File: config.mk
export PLATFORM = sky130hd
export DESIGN_NAME = pc_gen
export DESIGN_NICKNAME = d
export VERILOG_FILES = /design/src/rtl/pc_pkg.sv /design/src/rtl/pc_gen_pcreg.sv /design/src/rtl/pc_gen.sv
export SDC_FILE = /design/constraint.sdc
export NUM_CORES = 1
export LEC_CHECK = 0
export ABC_AREA = 1
export CAP_MARGIN = 20
export CORE_UTILIZATION = 50
export CTS_CLUSTER_SIZE = 8
export DETAILED_ROUTE_END_ITERATION = 10
export HOLD_SLACK_MARGIN = 0.05
export PLACE_DENSITY_LB_ADDON = 0.2
export SLEW_MARGIN = 20
export SYNTH_ARGS = -nofsm -noshare
export SYNTH_HDL_FRONTEND = slang
export SYNTH_SLANG_ARGS = --single-unit
File: constraint.sdc
create_clock -name CLK -period 2.2 [get_ports CLK]
set_clock_uncertainty 0.15 [all_clocks]
set_input_delay 0.44 -clock CLK [delete_from_list [all_inputs] [get_ports CLK]]
set_output_delay 0.44 -clock CLK [all_outputs]
set_load 0.1 [all_outputs]
File: src/rtl/pc_pkg.sv
// Shared types and default vectors for the fetch program-counter generator.
package pc_pkg;

   typedef enum logic [1:0] {
      BOOT   = 2'd0,
      RUN    = 2'd1,
      HALTED = 2'd2
   } pc_state_t;

   localparam logic [31:0] PC_RESET_VECTOR = 32'hBFC0_0000;
   localparam logic [31:0] PC_TRAP_VECTOR  = 32'hBFC0_0180;

endpackage

File: src/rtl/pc_gen_pcreg.sv
// PC register: loads the next-PC value every clock, RESET_VECTOR under reset.
module PCReg #(
   parameter int                 D_WIDTH      = 32,
   parameter logic [D_WIDTH-1:0] RESET_VECTOR = '0
) (
   input  logic               CLK,
   input  logic               rst,
   input  logic [D_WIDTH-1:0] d,
   output logic [D_WIDTH-1:0] q
);

   always_ff @(posedge CLK) begin
      if (rst) q <= RESET_VECTOR;
      else     q <= d;
   end

endmodule

File: src/rtl/pc_gen.sv
// Fetch PC generator: BOOT/RUN/HALTED control, trap and branch redirection with a
// one-entry pending redirect buffer, and a completed-fetch counter.
module pc_gen
   import pc_pkg::*;
#(
   parameter int                 D_WIDTH      = 32,
   parameter logic [D_WIDTH-1:0] RESET_VECTOR = D_WIDTH'(PC_RESET_VECTOR),
   parameter logic [D_WIDTH-1:0] TRAP_VECTOR  = D_WIDTH'(PC_TRAP_VECTOR),
   parameter int                 CNT_WIDTH    = 32
) (
   input  logic                 CLK,
   input  logic                 rst,
   input  logic                 stall,
   input  logic                 fetch_ready,
   input  logic                 branch_taken,
   input  logic [D_WIDTH-1:0]   branch_target,
   input  logic                 trap,
   input  logic                 halt,
   input  logic                 resume,
   output logic [D_WIDTH-1:0]   PC,
   output logic [D_WIDTH-1:0]   PCPlus4,
   output logic                 fetch_valid,
   output logic                 misaligned,
   output logic                 redirect_pending,
   output logic [CNT_WIDTH-1:0] fetch_count
);

   pc_state_t          state;
   logic [D_WIDTH-1:0] pend_target;
   logic [D_WIDTH-1:0] pc_next;
   logic               advance;
   logic               target_bad;
   logic               take_trap;

   assign fetch_valid = (state == RUN);
   // A halt request in RUN freezes the PC on that edge, so it blocks the advance like a stall.
   assign advance     = fetch_valid & fetch_ready & ~stall & ~halt;
   assign target_bad  = branch_taken & (branch_target[1:0] != 2'b00);
   assign take_trap   = trap | target_bad;
   assign PCPlus4     = PC + D_WIDTH'(4);

   // NOTE: every output of a combinational block gets a default first so no latch is inferred.
   always_comb begin
      pc_next = PC;
      if (take_trap)                        pc_next = TRAP_VECTOR;
      else if (advance && branch_taken)     pc_next = branch_target;
      else if (advance && redirect_pending) pc_next = pend_target;
      else if (advance)                     pc_next = PCPlus4;
   end

   PCReg #(
      .D_WIDTH      (D_WIDTH),
      .RESET_VECTOR (RESET_VECTOR)
   ) u_pcreg (
      .CLK (CLK),
      .rst (rst),
      .d   (pc_next),
      .q   (PC)
   );

   // NOTE: sequential state uses non-blocking assignments so every flop samples pre-edge values.
   always_ff @(posedge CLK) begin
      if (rst) begin
         state            <= BOOT;
         redirect_pending <= 1'b0;
         pend_target      <= '0;
         misaligned       <= 1'b0;
         fetch_count      <= '0;
      end else begin
         misaligned <= target_bad & ~trap;
         if (advance) fetch_count <= fetch_count + CNT_WIDTH'(1);

         if (take_trap) begin
            redirect_pending <= 1'b0;
            state            <= RUN;
         end else begin
            if (branch_taken && !advance) begin
               redirect_pending <= 1'b1;
               pend_target      <= branch_target;
            end else if (advance) begin
               redirect_pending <= 1'b0;
            end

            case (state)
               BOOT:    state <= RUN;
               RUN:     if (halt) state <= HALTED;
               HALTED:  if (resume && !halt) state <= RUN;
               default: state <= BOOT;
            endcase
         end
      end
   end

endmodule

* Word level (Yosys, flattened, before mapping) *
Cells that the tools add are included.

storage, ports and cells
  bits in registers = 100
  input port bits = 40
  output and inout port bits = 99

operators by class
  add/sub/neg operators = 2
  equality and inequality tests = 6
  mux-type cells = 10
  bitwise operators = 10
  reductions and logical operators = 15

operators by type and width
  cell                                                                      count
  32-bit 2-to-1 mux                                                         3
  32-bit by 1-bit adder with 32-bit output (second input constant)          1
  32-bit by 3-bit adder with 32-bit output (second input constant)          1
  9-bit 2-to-1 mux                                                          1
  2-bit case mux with 3 select lines                                        1
  2-bit AND reduction                                                       3
  1-bit bitwise AND                                                         5
  1-bit logical AND                                                         4
  2-bit 2-to-1 mux                                                          2
  2-bit inequality test (second input constant)                             2
  1-bit NOT                                                                 4
  2-bit nonzero test                                                        2
  4-bit nonzero test                                                        1
  1-bit 2-to-1 mux                                                          3
  3-bit by 2-bit inequality test with 1-bit output (second input constant)  1
  3-bit inequality test (second input constant)                             1
  3-bit nonzero test                                                        1
  2-bit by 1-bit equality test with 1-bit output (second input constant)    1
  2-bit equality test (second input constant)                               1
  1-bit zero test                                                           2
  2-bit zero test                                                           1
  2-bit OR reduction                                                        1
  1-bit bitwise OR                                                          1

* Depth between registers and ports, before layout *
  depth after elaboration = 8
  mapped depth = 12
  depth with buffers taken out = 12

* Cells and area by module *
From an unflattened synthesis, not the netlist that was laid out.

unflattened totals
  cells, all modules = 1035
  area total of the unflattened synthesis = 6221.0 µm²

modules (own cells, without submodules)
  module  instances  cells an instance  area an instance (µm²)
  pc_gen  1          935                5292.6
  PCReg   1          100                928.4

* Worst setup path after synthesis *
No wires, ideal clock.

  kind = reg2out
  start = reg u_pcreg.q[2]
  end = out PCPlus4[28]
  arrival time = 3.500 ns
  required time = 1.610 ns
  setup slack = -1.890 ns
  cell stages (with the launch flop) = 8
  buffers on the path = 0
  cells stage by stage = dfxtp_1 > ha_1 > nand2_1 > nor2_1 > nand2_1 > nor2_1 > nand2_1 > xnor2_1

on the way
  word-level cells in the longest chain between the ends = 1

ends and longest elaborated chain
  element                                   line                source
  start: declaration                        pc_gen_pcreg.sv:9   output logic [D_WIDTH-1:0] q
  start signal: assignment                  pc_gen_pcreg.sv:13  if (rst) q <= RESET_VECTOR;
  start signal: assignment                  pc_gen_pcreg.sv:14  else q <= d;
  32-bit by 3-bit adder with 32-bit output  pc_gen.sv:40        assign PCPlus4 = PC + D_WIDTH'(4);
  end: declaration                          pc_gen.sv:21        output logic [D_WIDTH-1:0] PCPlus4,

No other way between the ends.

* Final worst setup path *
  start = reg u_pcreg.q[18]
  end = out PCPlus4[26]

The elaborated chain is that of the path after synthesis.

==> results.yml <==
global_routing:
  antenna_found_initial: 0
  grt.total_usage_pct: 39.1
  grt_max_degree: 33
  grt_pass1_wl_um: 35100
  grt_pass1_vias: 6886
  grt_overflow: 0
synthesis:
  synth_seq_cells: 100
  syn_area_mm2: 0.00568
  syn_area_per_cell_um2: 6.33
  ys_types: 34
  yosysWarnings: 0
  synth_seq_area_share_pct: 35.2
  synth_fp_nets: 939
  syn_inst: 897
drt:
  drt-total-wl_um: 29900
  wl_met1_um: 9830
  met3RoutedLength_um: 4730
  drt_iter0_markers: 1613
  dr_wl_met2_um: 12400
  wl_per_cell_um: 23.6
  firstDrtPassIters: 8
  viasPerCell: 6.42
  drt_drc_violations_left: 0
  vias: 8142
  detail-route-antenna-nets: 0
  top_layer: "met4"
finish:
  final_area_mm2: 0.00949
  area_growth_pct: 67.1
  finish.utilization_pct: 86.8
  fin_nets: 1166
  diodes: 0
  stdcell_count: 1269
  drive_gt1_share_pct: 36.2
cts:
  clockBufferDepth: 2
  numCtsBuffers: 9
  cts.sinks: 100
  hold_buffers: 0
  clockRootBuffer: "clkbuf_16"
  clk_latency_ns: 0.37
  clk_pin_slew_ns: 0.07
  cts_tree: "done"
  htreeDepth: 3
timing:
  hold_ws_ns: 0.302
  rsz0062_at_grt: "yes"
  fin_crit_ns: 2.89
  worstMarginPinSlew_ns: 0.536
  final_hold_viol_count: 0
  fin_crit_sh_pct: 131
  slew_violations: 0
  slew_headroom_pct: 64.2
  timing.final.ws_setup_ns: -0.689
  setup_violations: 33
  fmax_ghz: 0.346
die:
  die_w_um: 109
  dieHeight_um: 109
  initial_core_util_pct: 51.9
  pin_count: 139
  num_rows: 38
  die-area_mm2: 0.0118
  core_area_mm2: 0.0109
placed_design:
  dp_cells: 1187
  gp_congestion: 0.975
  portBuffers: 138
  dpl-instance-area_mm2: 0.00805
  place_hpwl_um: 14100
min_path:
  min_path_type: "flip-flop to flip-flop"
critical_path:
  cp_max_fo: 6
  critPathArrivalTime_ns: 2.30
  end_kind: "output pin"
  crit_required_ns: 1.61
  critPathLaunchType: "flip-flop"
  crit_type: "flip-flop to output pin"
pwr:
  peakVddDrop_uv: 413
  p_leak_nw: 3.89
  power.density_mw_per_mm2: 436
run_status:
  violations: "negative setup slack"
  status: "finished with violations"
run:
  maxCapViolCount: 0
==> registers in the layout (all words and copies together), names as in the netlist, named ones only <==
register          flops
pend_target          32
state                 2
u_pcreg.q            30
redirect_pending      1
fetch_count          32
misaligned            1
==> worst paths after layout <==
path	start	slack (ns)	depth (start not counted)	endpoint
worst min register to register	pend_target[1]	0.30	2	pend_target[1]
worst min-delay path	pend_target[1]	0.30	2	pend_target[1]
worst max register to register	u_pcreg.q[2]	-0.07	9	u_pcreg.q[15]
worst max-delay path	u_pcreg.q[18]	-0.69	7	PCPlus4[26]
==> layout make-up <==
type | count | area (um^2)
timing repair buffer | 253 | 2600
multi-input combinational | 673 | 3960
clock inverter | 3 | 45.0
inverter | 87 | 352
clock buffer | 13 | 250
tap | 140 | 175
fill | 561 | 1440
sequential | 100 | 2110
==> routing by layer <==
layer | track usage (%) | vias up
met5 | 0 | -
met4 | 22.0 | 0
met3 | 9.58 | 310
met2 | 60.3 | 874
met1 | 49.8 | 3614
li1 | - | 3344
==> through the flow <==
step                      worst slack, ns  total power [W]  TNS (ns)
final                              -0.689          0.00414     -9.71
after floorplan                    -0.348          0.00219     -3.52
after detailed placement           -0.117          0.00240    -0.895
after global routing               -0.694          0.00420    -11.82
after CTS                          -0.311          0.00401     -3.70
after global placement           -0.00877          0.00240   -0.0174
==> synth_stat cells (all sizes together) <==
cell type	count	area, um^2
buf	22	115
nand3	28	163
and2	1	6.26
o211ai	6	45.0
dfxtp	100	2000
inv	87	327
xnor2	8	70.1
a211oi	2	15.0
clkbuf	15	56.3
nor2	106	440
o21bai	9	67.6
xor2	17	149
nand2	279	1050
nor3	21	110
nand3b	9	67.6
or2	1	6.26
ha	2	25.0
nand4	6	37.5
a31oi	1	6.26
o21ai	66	330
a21oi	102	510
o221ai	1	8.76
a221oi	7	61.3
nor4	1	6.26
==> worst max-delay path, cell delays in order (launching register included) <==
cell and delay, ns:
dfxtp_4 0.41, nand2_1 0.12, nor2_2 0.24, and2_1 0.21
nand2_1 0.24, xor2_2 0.35, clkinvlp_4 0.17, buf_12 0.18
==> report_power, final <==
| group | switching, W | internal [W] |
|---|---|---|
| Sequential | 0.0000362 | 0.00182 |
| Clock | 0.000758 | 0.000921 |
| Combinational | 0.000395 | 0.000206 |
==> logic make-up after synthesis <==
logic type / synth area share [%]
adder cells (fa/ha/maj): 0.440
AND/OR/NAND/NOR: 33.3
XOR/XNOR: 3.85
AO/OA/AOI/OAI: 18.4
buffers and inverters: 8.77
flip-flops: 35.2
==> repair_timing <==
action,4_1_cts,5_1_grt
gates cloned,0,0
buffers inserted,35,40
setup endpoints to repair,25,27
pin swaps,33,54
resized for setup,80,80
==> placed cells by master, fill, tap and decap left out, drive strengths merged <==
| cell | n |
|---|---|
| a31oi | 1 |
| nand2 | 279 |
| buf | 215 |
| clkinvlp | 4 |
| nand3b | 9 |
| nand4 | 6 |
| a21oi | 102 |
| clkbuf | 13 |
| ha | 2 |
| nor4 | 1 |
| xor2 | 17 |
| or2 | 1 |
| clkdlybuf4s50 | 38 |
| bufinv | 1 |
| o221ai | 1 |
| xnor2 | 8 |
| and2 | 1 |
| dfxtp | 100 |
| nor2 | 106 |
| inv | 85 |
| nand3 | 28 |
| a221oi | 7 |
| a211oi | 2 |
| o211ai | 6 |
| o21ai | 66 |
| o21bai | 9 |
| nor3 | 21 |
Note: power is estimated with default switching activity, not from simulation.
